## src/rtl/spi_ram_master_ctrl.sv

```systemverilog
// Host-side sequencer: expands one byte read/write request into 10-bit SPI frames to the RAM slave.
// Optional build macro SPI_WR_VERIFY_EN: each write is followed by a readback and compare.
module spi_ram_master_ctrl #(
    parameter int unsigned GAP_CYC = 2,
    parameter int unsigned RD_LAT  = 2
) (
    input  logic       i_clk,
    input  logic       i_rst,
    input  logic       i_req_valid,
    output logic       o_req_ready,
    input  logic       i_req_rd,
    input  logic [7:0] i_req_addr,
    input  logic [7:0] i_req_wdata,
    output logic       o_resp_valid,
    output logic [7:0] o_resp_rdata,
    output logic       o_resp_err,
    output logic       o_ss_n,
    output logic       o_mosi,
    input  logic       i_miso
);

    localparam logic [2:0] ST_IDLE  = 3'd0;
    localparam logic [2:0] ST_START = 3'd1;
    localparam logic [2:0] ST_SHIFT = 3'd2;
    localparam logic [2:0] ST_TURN  = 3'd3;
    localparam logic [2:0] ST_RECV  = 3'd4;
    localparam logic [2:0] ST_GAP   = 3'd5;
    localparam logic [2:0] ST_DONE  = 3'd6;

    localparam logic [7:0] C_GAP_LAST  = 8'(GAP_CYC - 1);
    localparam logic [7:0] C_TURN_LAST = 8'(RD_LAT - 1);

    logic [2:0] r_state;
    logic [7:0] r_cnt;
    logic [1:0] r_frm;
    logic [9:0] r_sreg;
    logic [7:0] r_rx;
    logic [7:0] r_addr;
    logic [7:0] r_wdata;
    logic [7:0] r_rdata;

    logic       w_accept;
    logic       w_rd_frm;
    logic       w_last_frm;
    logic [9:0] w_frame;

    assign o_req_ready  = (r_state == ST_IDLE) && !i_rst;
    assign w_accept     = i_req_valid && o_req_ready;
    assign w_rd_frm     = (r_frm == 2'd3);
    assign o_resp_valid = (r_state == ST_DONE);
    assign o_resp_rdata = r_rdata;
    assign o_ss_n       = !((r_state == ST_START) || (r_state == ST_SHIFT) ||
                            (r_state == ST_TURN)  || (r_state == ST_RECV));
    assign o_mosi       = (r_state == ST_SHIFT) ? r_sreg[9] : 1'b0;

    // Frame index doubles as the command code: writes run 0..1, reads 2..3.
    always_comb begin
        case (r_frm)
            2'd0:    w_frame = {2'b00, r_addr};
            2'd1:    w_frame = {2'b01, r_wdata};
            2'd2:    w_frame = {2'b10, r_addr};
            default: w_frame = {2'b11, 8'h00};
        endcase
    end

`ifdef SPI_WR_VERIFY_EN
    logic r_is_wr;
    logic r_err;

    assign w_last_frm = w_rd_frm;
    assign o_resp_err = r_err;

    always_ff @(posedge i_clk) begin
        if (i_rst) begin
            r_is_wr <= 1'b0;
            r_err   <= 1'b0;
        end else begin
            if (w_accept) begin
                r_is_wr <= !i_req_rd;
            end
            if ((r_state == ST_GAP) && (r_cnt == C_GAP_LAST) && w_last_frm) begin
                r_err <= r_is_wr && (r_rx != r_wdata);
            end
        end
    end
`else
    assign w_last_frm = r_frm[0];
    assign o_resp_err = 1'b0;
`endif

    always_ff @(posedge i_clk) begin
        if (i_rst) begin
            r_state <= ST_IDLE;
            r_cnt   <= 8'd0;
            r_frm   <= 2'd0;
            r_sreg  <= 10'd0;
            r_rx    <= 8'd0;
            r_addr  <= 8'd0;
            r_wdata <= 8'd0;
            r_rdata <= 8'd0;
        end else begin
            case (r_state)
                ST_IDLE: begin
                    if (w_accept) begin
                        r_addr  <= i_req_addr;
                        r_wdata <= i_req_wdata;
                        r_frm   <= i_req_rd ? 2'd2 : 2'd0;
                        r_state <= ST_START;
                    end
                end
                ST_START: begin
                    r_sreg  <= w_frame;
                    r_cnt   <= 8'd0;
                    r_state <= ST_SHIFT;
                end
                ST_SHIFT: begin
                    r_sreg <= {r_sreg[8:0], 1'b0};
                    if (r_cnt == 8'd9) begin
                        r_cnt <= 8'd0;
                        if (w_rd_frm) begin
                            r_state <= (RD_LAT == 0) ? ST_RECV : ST_TURN;
                        end else begin
                            r_state <= ST_GAP;
                        end
                    end else begin
                        r_cnt <= r_cnt + 8'd1;
                    end
                end
                ST_TURN: begin
                    if (r_cnt == C_TURN_LAST) begin
                        r_cnt   <= 8'd0;
                        r_state <= ST_RECV;
                    end else begin
                        r_cnt <= r_cnt + 8'd1;
                    end
                end
                ST_RECV: begin
                    r_rx <= {r_rx[6:0], i_miso};
                    if (r_cnt == 8'd7) begin
                        r_cnt   <= 8'd0;
                        r_state <= ST_GAP;
                    end else begin
                        r_cnt <= r_cnt + 8'd1;
                    end
                end
                ST_GAP: begin
                    if (r_cnt == C_GAP_LAST) begin
                        r_cnt <= 8'd0;
                        if (w_last_frm) begin
                            if (w_rd_frm) begin
                                r_rdata <= r_rx;
                            end
                            r_state <= ST_DONE;
                        end else begin
                            r_frm   <= r_frm + 2'd1;
                            r_state <= ST_START;
                        end
                    end else begin
                        r_cnt <= r_cnt + 8'd1;
                    end
                end
                ST_DONE: r_state <= ST_IDLE;
                default: r_state <= ST_IDLE;
            endcase
        end
    end

endmodule
```

## config.mk

```make
export PLATFORM = sky130hd
export DESIGN_NAME = spi_ram_master_ctrl
export DESIGN_NICKNAME = d
export VERILOG_FILES = /design/src/rtl/spi_ram_master_ctrl.sv
export SDC_FILE = /design/constraint.sdc
export NUM_CORES = 1
export LEC_CHECK = 0
export ABC_AREA = 0
export CORE_UTILIZATION = 40
export DETAILED_ROUTE_END_ITERATION = 10
export GPL_ROUTABILITY_DRIVEN = 1
export REMOVE_ABC_BUFFERS = 1
export SKIP_LAST_GASP = 1
export SLEW_MARGIN = 20
export SYNTH_ARGS = -nofsm -noshare
export SYNTH_HDL_FRONTEND = slang
export SYNTH_SLANG_ARGS = --single-unit
```

## constraint.sdc

```tcl
create_clock -name i_clk -period 2.1 [get_ports i_clk]
set_input_delay 0.315 -clock i_clk [delete_from_list [all_inputs] [get_ports i_clk]]
set_output_delay 0.315 -clock i_clk [all_outputs]
set_load 0.02 [all_outputs]
```

==> results of run 1 <==
-- cell usage in the layout, fill, tap and decap left out, types with 6 or more instances in the layout --
master and count:
dfxtp_1 53, buf_4 20, o31ai_1 9, clkdlybuf4s50_1 27, nand3_1 13, nand2b_1 22
a21oi_1 34, inv_1 12, nor4_1 6, o21ai_0 24, nand2_1 62, nor2_1 10
o22ai_1 7, o211ai_1 9
-- where the power goes --
part           leakage (nW)  internal (mW)  switching (mW)
Clock                0.0412          0.234           0.350
Combinational         0.610          0.522           0.752
Sequential            0.448           1.20           0.113
-- cell usage after synthesis, types with 5 or more instances --
library cell | number | area (sq um)
dfxtp_1 | 55 | 1101
nor4_1 | 6 | 37.54
inv_1 | 12 | 45.04
o211ai_1 | 9 | 67.56
nand2_1 | 62 | 232.7
nand2b_1 | 22 | 137.6
nor2_1 | 10 | 37.54
clkbuf_1 | 16 | 60.06
a211oi_1 | 5 | 37.54
o22ai_1 | 7 | 43.79
o21ai_0 | 24 | 120.1
a21oi_1 | 34 | 170.2
o31ai_1 | 9 | 67.56
nand3_1 | 13 | 65.06
-- state kept, by name, indices dropped and copies added (netlist names) --
signal,flops
o_resp_rdata,8
r_addr,8
r_cnt,8
r_frm,2
r_rx,8
r_sreg,10
r_state,3
r_wdata,8
-- worst reg2reg max path: stages (launching register included) --
cell and delay [ns]:
dfxtp_1 0.37, or4_4 0.58, o31a_1 0.41, a2111o_1 0.37, a21oi_1 0.14
-- repair_timing --
action                     in CTS  in global routing
gates resized for setup         7                  1
setup endpoints to repair       4                  4
hold buffers                    0                  0
-- path summary, 6_finish.rpt --
path,startpoint,endpoint,slack (ns),depth (start not counted)
worst max-delay path,r_cnt[5],r_state[2],0.16,4
worst min register to register,r_sreg[2],r_sreg[2],0.46,2
worst max register to register,r_cnt[5],r_state[2],0.16,4
worst min-delay path,i_rst,r_sreg[0],0.27,2
-- through the flow --
step                      instances  cell area, sq um  worst slack [ns]  hold slack, ns
after CTS                       456              3251           0.09010          0.2691
after global routing            456              3254           0.05375          0.2801
after floorplan                 319              2590           -0.2653          0.3841
after global placement          448              3163            0.1381          0.4377
after detailed placement        448              3163            0.1035          0.4427
final                           456              3254            0.1645          0.2679
-- logic make-up (layout without fill, tap and decap cells) --
| kind of cell | after synthesis | count (layout) | share of synthesized area |
|---|---|---|---|
| other | 1 | 1 | 0.001390 |
| AO/OA/AOI/OAI | 102 | 102 | 0.2333 |
| flip-flops | 55 | 55 | 0.4082 |
| buffers and inverters | 37 | 72 | 0.05658 |
| AND/OR/NAND/NOR | 140 | 140 | 0.2667 |
| multiplexers | 1 | 1 | 0.003711 |
| XOR/XNOR | 5 | 5 | 0.01624 |
| adder cells (fa/ha/maj) | 3 | 3 | 0.01392 |
-- metal layers --
metal,routed length (microns),vias up,track usage
li1,-,1267,-
met5,0,-,0
met3,170,9,0.03660
met1,3115,1133,0.2371
met4,94,0,0.06270
met2,2679,32,0.2906
-- layout make-up --
class / count / area (sq um)
clock buffer: 6 / 72.57
clock inverter: 2 / 12.51
fill: 629 / 3168
inverter: 12 / 45.04
multi-input combinational: 252 / 1464
sequential: 55 / 1104
tap: 77 / 96.34
timing repair buffer: 52 / 460.4
==> flow_summary_export.csv, run 1 <==
group,metric,value,unit
status,status,"finished, violations left",
status,failed_checks,"DRC",
drt,routed_via_density,5.353,
finish,area_growth,20.64,%
floorplan,placementRows,29,
drt,vias,2441,
sta,fmax,516.7,MHz
synth,synth_ff_type,"dfxtp_1",
sta,tightest_slew,0.8851,ns
critical_path,crit_path_max_incr_delay,0.58,ns
floorplan,die_height,84.12,microns
finish,drive_gt1_frac,0.1029,
pwr,p_total,3.170,mW
sta,hold_viol,0,
clocking,clockBufferDepth,2,
floorplan,die_area,7076,sq um
synth,yosys_warnings,0,
critical_path,end_kind,"register",
clocking,cts_sinks,55,
critical_path,slowest_stage,"or4_4",
grt,grt_antenna_before_repair,0,
run,drv_cap,0,
finish,nets,402,
critical_path,cp-start-kind,"register",
sta,clock_skew,0.006403,ns
clocking,clock-root-buffer,"clkbuf_8",
pwr,p_leak,1.099,nW
pwr,power_density,974.1,nW/um^2
grt,globalRouteOverflowTotal,0,
synth,syn-cell-area,2698,sq um
synth,ys_types,49,
sta,slew_headroom,0.4054,
critical_path,cp_top_family,"compound AO/OA/AOI/OAI gates",
clocking,numCtsBuffers,5,
critical_path,path_max_fanout,8,
synth,async_flop_share,0,
clocking,clock_latency,0.31,ns
sta,setup_tns,0,ns
floorplan,start_util,0.4200,
clocking,cts.clk_slew.worst_paths,0.09,ns
sta,setup_viol,0,
placed_design,gp_congestion,0.8428,
clocking,htreeDepth,2,
floorplan,core-area,6422,sq um
critical_path,cp.arrival,2.17,ns
drt,wire_per_inst,13.29,microns
clocking,post_cts.repair.setup_buffers,0,
finish,final_util,0.5067,
grt,grt_pass1_wl,10330,microns
finish,diodes,0,
critical_path,cp_num_buf_inv,0,
grt,grt_start_max_net_pins,31,
sta,fin_crit_sh,0.9217,
critical_path,crit_chain,"or4_4 -> o31a_1 -> a2111o_1 -> a21oi_1",
sta,rsz0062_at_grt,"no",
drt,drc,2,
synth,synth_edf_count,0,
min_path,hp-class,"in -> reg",
grt,grt_pass1_vias,2277,
critical_path,critPathRequiredTime,2.34,ns
placed_design,dp_hpwl,4264,microns
synth,synth.avg_cell_area,7.842,sq um
drt,wl,6059,microns
pwr,max-vdd-ir-drop,0.6381,mV
floorplan,ios,34,
synth,yosysSeqAreaShare,0.4082,
drt,drt_iter0_drc,83,
sta,drv_slew,0,
clocking,cts_tree,"built",
drt,firstDrtPassIters,7,
synth,synth_seq_cells,55,
sta,finalCriticalPeriod,1.936,ns
floorplan,dieWidth,84.12,microns
drt,drtAntennaViolNets,0,
grt,gr-usage-all-layers,0.1792,
critical_path,critPathKind,"reg -> reg",
placed_design,port_buffers,32,
synth,syn-instance-count,344,
(Power assumes the default switching activity.)
==> run 2, diff against run 1 <==
--- a/config.mk
+++ b/config.mk
@@ -6,11 +6,11 @@
 export NUM_CORES = 1
 export LEC_CHECK = 0
 export ABC_AREA = 0
+export CORE_ASPECT_RATIO = 1.1
 export CORE_UTILIZATION = 40
 export DETAILED_ROUTE_END_ITERATION = 10
 export GPL_ROUTABILITY_DRIVEN = 1
 export REMOVE_ABC_BUFFERS = 1
-export SKIP_LAST_GASP = 1
 export SLEW_MARGIN = 20
 export SYNTH_ARGS = -nofsm -noshare
 export SYNTH_HDL_FRONTEND = slang
==> constraint.sdc (replaced) <==
create_clock -name i_clk -period 1.9 [get_ports i_clk]
set_input_delay 0.285 -clock i_clk [delete_from_list [all_inputs] [get_ports i_clk]]
set_output_delay 0.285 -clock i_clk [all_outputs]
set_load 0.02 [all_outputs]
==> run 2 against run 1 <==
Compared with the run above:
- die area hardly changed
- fmax is 5.6% higher
- critical endpoint unchanged
- the run now ends clean
- clock power is 9.7% higher
- non-clock buffer count is 13 higher
==> flow_summary_export.csv, run 2 (synthesis results as in run 1) <==
group,metric,value,unit
critical_path,critPathKind,"reg -> reg",
critical_path,cp-start-kind,"register",
status,status,"finished clean",
sta,worst_slack,0.06752,ns
drt,wire_per_inst,12.88,microns
floorplan,dieWidth,80.30,microns
run,drv_cap,0,
sta,fin_crit_sh,0.9645,
critical_path,reg2reg_slack,0.07,ns
sta,fmax,545.7,MHz
placed_design,placed_area,3279,sq um
grt,grt_pass1_wl,10480,microns
clocking,cts_tree,"built",
critical_path,cp_num_buf_inv,0,
floorplan,core-area,6555,sq um
min_path,min_from,"i_rst",
grt,grt_antenna_before_repair,0,
critical_path,crit_chain,"or4_4 -> o31a_1 -> a2111o_1 -> a21oi_1",
sta,drv_slew,0,
drt,drc,0,
critical_path,end_kind,"register",
floorplan,ios,34,
critical_path,cp_top_family,"compound AO/OA/AOI/OAI gates",
finish,nets,415,
finish,drive_gt1_frac,0.1429,
critical_path,reg2regPathDepth,4,
sta,setup_viol,0,
drt,firstDrtPassIters,4,
finish,layout_common_cells,"62 x nand2_1, 52 x dfxtp_1, 34 x a21oi_1",
placed_design,gp_congestion,0.8673,
pwr,power_density,1067,nW/um^2
sta,slew_headroom,0.6374,
finish,final_util,0.5184,
drt,routed_via_density,5.230,
grt,globalRouteOverflowTotal,0,
finish,diodes,0,
drt,drtAntennaViolNets,0,
floorplan,die_height,88.13,microns
critical_path,crit_path_max_incr_delay,0.55,ns
finish,largest_register_ffs,10,
clocking,clock_latency,0.31,ns
clocking,cts.clk_slew.worst_paths,0.10,ns
floorplan,start_util,0.4115,
critical_path,slowest_stage,"or4_4",
sta,hold_viol,0,
drt,drt_iter0_drc,137,
grt,grt_start_max_net_pins,41,
clocking,clock-root-buffer,"clkbuf_8",
critical_path,r2r-end,"r_state[2]",
clocking,cts_sinks,55,
clocking,numCtsBuffers,5,
finish,regMostFlops,"r_sreg",
floorplan,die_area,7077,sq um
min_path,hold_path_depth,2,
clocking,htreeDepth,2,
sta,tightest_slew,0.5409,ns
drt,wl,6105,microns
min_path,worst_hold_path.endpoint,"r_state[1]",
placed_design,dp_hpwl,4276,microns
pwr,max-vdd-ir-drop,0.9357,mV
critical_path,reg2reg_from,"r_cnt[4]",
sta,setup_tns,0,ns
clocking,cts_hold_buffers,0,
finish,fin_area,3398,sq um
placed_design,port_buffers,32,
finish,mostFrequentLayoutCell,"nand2_1",
critical_path,path_max_fanout,8,
critical_path,critPathRequiredTime,2.14,ns
drt,vias,2479,
sta,clock_skew,0.006133,ns
min_path,hp-class,"in -> reg",
clocking,clockBufferDepth,2,
grt,gr-usage-all-layers,0.1878,
critical_path,cp.arrival,2.07,ns
sta,finalCriticalPeriod,1.832,ns
floorplan,placementRows,31,
placed_design,place_ws,-0.05190,ns
grt,grt_pass1_vias,2278,
pwr,p_leak,1.180,nW
finish,area_growth,25.97,%
==> run 2: worst reg2reg max path, cell delays in order, from the launching register on <==
cell and delay [ns]:
dfxtp_1 0.32, or4_4 0.55, o31a_1 0.40, a2111o_1 0.37, a21oi_1 0.12
==> run 2: how the worst max path moves through the flow <==
stage	startpoint	to	slack (ns)	cells after the start
finish	r_cnt[4]	r_state[2]	0.07	4
global route	r_state[0]	o_req_ready	-0.0001	3
CTS	r_state[0]	o_req_ready	0.0002	3
detailed placement	r_cnt[4]	o_resp_rdata[1]	-0.05	4
global placement	r_cnt[4]	o_resp_rdata[4]	-0.006	4
floorplan	r_state[1]	r_state[1]	-0.45	4
==> run 2: layout make-up <==
type	count	area, sq um
fillers	659	3157
multi-input cells	252	1486
flip-flops and latches	55	1105
repair buffers	65	570.5
well taps	82	102.6
clock buffers	5	68.82
inverters	12	45.04
clock inverters	3	20.02
==> run 2: stage by stage <==
step | hold WS, ns | std cells | total power, mW
after floorplan | 0.3541 | 319 | 2.323
after global placement | 0.4377 | 466 | 2.987
after detailed placement | 0.4454 | 466 | 3.006
after CTS | 0.2789 | 474 | 3.649
after global routing | 0.2878 | 474 | 3.901
final | 0.2768 | 474 | 3.625
==> run 2: where the power goes <==
group	internal (mW)	total, mW	switching (mW)	leakage (nW)
Combinational	0.676	1.53	0.851	0.692
Sequential	1.33	1.46	0.129	0.448
Clock	0.257	0.642	0.385	0.0402
Total	2.26	3.63	1.37	1.18
==> run 2: timing repair <==
action | in CTS | in global routing
resized for setup | 8 | 6
buffers inserted | 0 | 0
setup endpoints to repair | 15 | 8
==> run 2: layer usage <==
metal | track usage | wire [microns]
met1 | 0.2602 | 3132
met2 | 0.2991 | 2673
met3 | 0.03229 | 204
met4 | 0.05519 | 94
met5 | 0 | 0
==> run 3, diff against run 2 <==
--- a/config.mk
+++ b/config.mk
@@ -7,9 +7,10 @@
 export LEC_CHECK = 0
 export ABC_AREA = 0
 export CORE_ASPECT_RATIO = 1.1
-export CORE_UTILIZATION = 40
+export CORE_UTILIZATION = 55
 export DETAILED_ROUTE_END_ITERATION = 10
 export GPL_ROUTABILITY_DRIVEN = 1
+export PLACE_DENSITY = 0.79
 export REMOVE_ABC_BUFFERS = 1
 export SLEW_MARGIN = 20
 export SYNTH_ARGS = -nofsm -noshare
==> run 3 against run 2 <==
Compared with the run above:
- clock skew rose by 0.0027 ns
- power fell by 0.67%
- cell count fell by 6.3%
- sequential share of layout area rose by 0.86 points
- die area fell by 27%
- via count rose by 1.9%
- worst setup slack barely moved
- sequential power barely moved
- cell area fell by 2.7%
- clock-buffer cell count did not move
- critical path depth did not move
- clock power rose by 3.9%
==> flow_summary_export.csv, run 3 (synthesis results as in run 1) <==
group,metric,value,unit
sta,setup_tns,0,ns
sta,clock_skew,0.008790,ns
drt,drtAntennaViolNets,0,
grt,grt_antenna_before_repair,0,
pwr,intPower,2.227,mW
grt,globalRouteOverflowTotal,0,
finish,largest_register_ffs,10,
clocking,clock-root-buffer,"clkbuf_8",
critical_path,cp.arrival,2.08,ns
sta,whs,0.2243,ns
finish,final-seq-area,1104,sq um
pwr,p_seq_frac,0.396,
clocking,post_cts.repair.setup_buffers,0,
placed_design,port_buffers,32,
sta,finalCriticalPeriod,1.832,ns
drt,firstDrtPassIters,4,
floorplan,dieWidth,68.78,microns
pwr,comb_power_share,0.419,
critical_path,cp_top_family,"compound AO/OA/AOI/OAI gates",
sta,fin_crit_sh,0.9643,
sta,tightest_slew,0.4969,ns
critical_path,cp-start-kind,"register",
floorplan,start_util,0.5759,
pwr,pwr-share-clk,0.185,
sta,fmax,545.8,MHz
finish,drive_gt1_frac,0.1340,
grt,grt_pass1_wl,9632,microns
critical_path,path_max_fanout,8,
pwr,p_sw_frac,0.3816,
clocking,htreeDepth,2,
floorplan,die_height,75.45,microns
clocking,numCtsBuffers,5,
clocking,clockBufferDepth,2,
clocking,cts_tree,"built",
finish,nets,411,
drt,routed_via_density,5.687,
grt,grt_pass1_vias,2153,
critical_path,cp_num_buf_inv,0,
sta,drv_slew,0,
drt,wl,5881,microns
placed_design,gp_congestion,0.8446,
finish,area_growth,22.59,%
finish,regMostFlops,"r_sreg",
clocking,cts.clk_slew.worst_paths,0.10,ns
pwr,max-vdd-ir-drop,0.8274,mV
drt,wire_per_inst,13.25,microns
drt,vias,2525,
clocking,clock_latency,0.31,ns
finish,n_fill_cell,412,
floorplan,ios,34,
finish,mostFrequentLayoutCell,"nand2_1",
drt,drt_iter0_drc,189,
floorplan,placementRows,26,
floorplan,die_area,5189,sq um
status,status,"finished clean",
critical_path,slowest_stage,"or4_4",
placed_design,dp_hpwl,4141,microns
grt,gr-usage-all-layers,0.2425,
run,drv_cap,0,
critical_path,end_kind,"register",
pwr,switchingPower,1.374,mW
clocking,cts_sinks,55,
drt,drc,0,
critical_path,critPathKind,"reg -> reg",
sta,hold_viol,0,
critical_path,crit_path_max_incr_delay,0.55,ns
floorplan,core-area,4684,sq um
finish,layout_common_cells,"62 x nand2_1, 53 x dfxtp_1, 34 x a21oi_1",
finish,multi_input_area,1473,sq um
grt,grt_start_max_net_pins,36,
critical_path,crit_chain,"or4_4 -> o31a_1 -> a2111o_1 -> a21oi_1",
pwr,p_leak,1.148,nW
pwr,power_density,1089,nW/um^2
min_path,hp-class,"in -> reg",
sta,slew_headroom,0.6665,
finish,diodes,0,
sta,setup_viol,0,
critical_path,critPathRequiredTime,2.15,ns
-- run 3: cell count changes in the layout (fill, tap and decap cells not counted), moves of 2 or more --
| cell | before | now |
|---|---|---|
| clkbuf_2 | 0 | 2 |
| buf_4 | 32 | 29 |
| dlygate4sd2_1 | 4 | 1 |
| o21ai_0 | 22 | 24 |
| o21ai_1 | 3 | 1 |
| clkinv_4 | 0 | 2 |
-- run 3: final cells by class --
| class | instances | share of cell area |
|---|---|---|
| clock buffer | 5 | 0.02081 |
| clock inverter | 3 | 0.007567 |
| inverter | 12 | 0.01362 |
| multi-input combinational | 252 | 0.4453 |
| sequential | 55 | 0.3337 |
| tap | 56 | 0.02119 |
| timing repair buffer | 61 | 0.1578 |
-- run 3: metrics by stage --
stage          total power, mW  area (sq um)  setup WS (ns)    util  cells
2_1_floorplan            2.323          2590        -0.4494       -    319
3_3_place_gp             2.911          3204        0.01606  0.6840    436
3_5_place_dp             2.958          3204       -0.01414  0.6840    436
4_1_cts                  3.598          3297        0.05663  0.7038    444
5_1_grt                  3.841          3307      -0.001277  0.7059    444
6_report                 3.601          3307        0.06780  0.7059    444
-- run 3: power by group through the flow --
stage / clock network [mW] / registers [mW] / logic [mW]
floorplan: 0 / 1.50 / 0.822
global placement: 0 / 1.44 / 1.47
detailed placement: 0 / 1.45 / 1.51
CTS: 0.678 / 1.42 / 1.50
global route: 0.724 / 1.45 / 1.67
finish: 0.667 / 1.43 / 1.51
-- run 3: worst register-to-register path, delay by kind of cell, from the launching register on --
family / cells / cell delay (ns)
and+or+nand+nor: 1 / 0.55
AOI/OAI and AO/OA: 3 / 0.88
DFF: 1 / 0.33
-- run 3: path summary, 6_finish.rpt --
path | slack (ns) | end | start | depth (start not counted)
max | 0.07 | r_state[2] | r_cnt[4] | 4
min | 0.22 | r_state[1] | i_rst | 2
max reg2reg | 0.07 | r_state[2] | r_cnt[4] | 4
min reg2reg | 0.46 | r_sreg[4] | r_sreg[4] | 2
-- run 3: repair_timing --
item                       in CTS  in global routing
hold buffers                    0                  0
hold endpoints to repair        0                  0
pin swaps                       0                  1
setup endpoints to repair      12                 11
resized for setup               5                  9
-- run 3: routing by layer --
metal  vias to the layer above  wire length, microns  share of wire  track usage
met3                        11                   237          0.040      0.05389
met2                        63                  2742           0.47       0.3965
met1                      1156                  2811           0.48       0.3154
met4                         0                    89          0.015      0.08163
li1                       1295                     -              -            -
met5                         -                     0              0            0
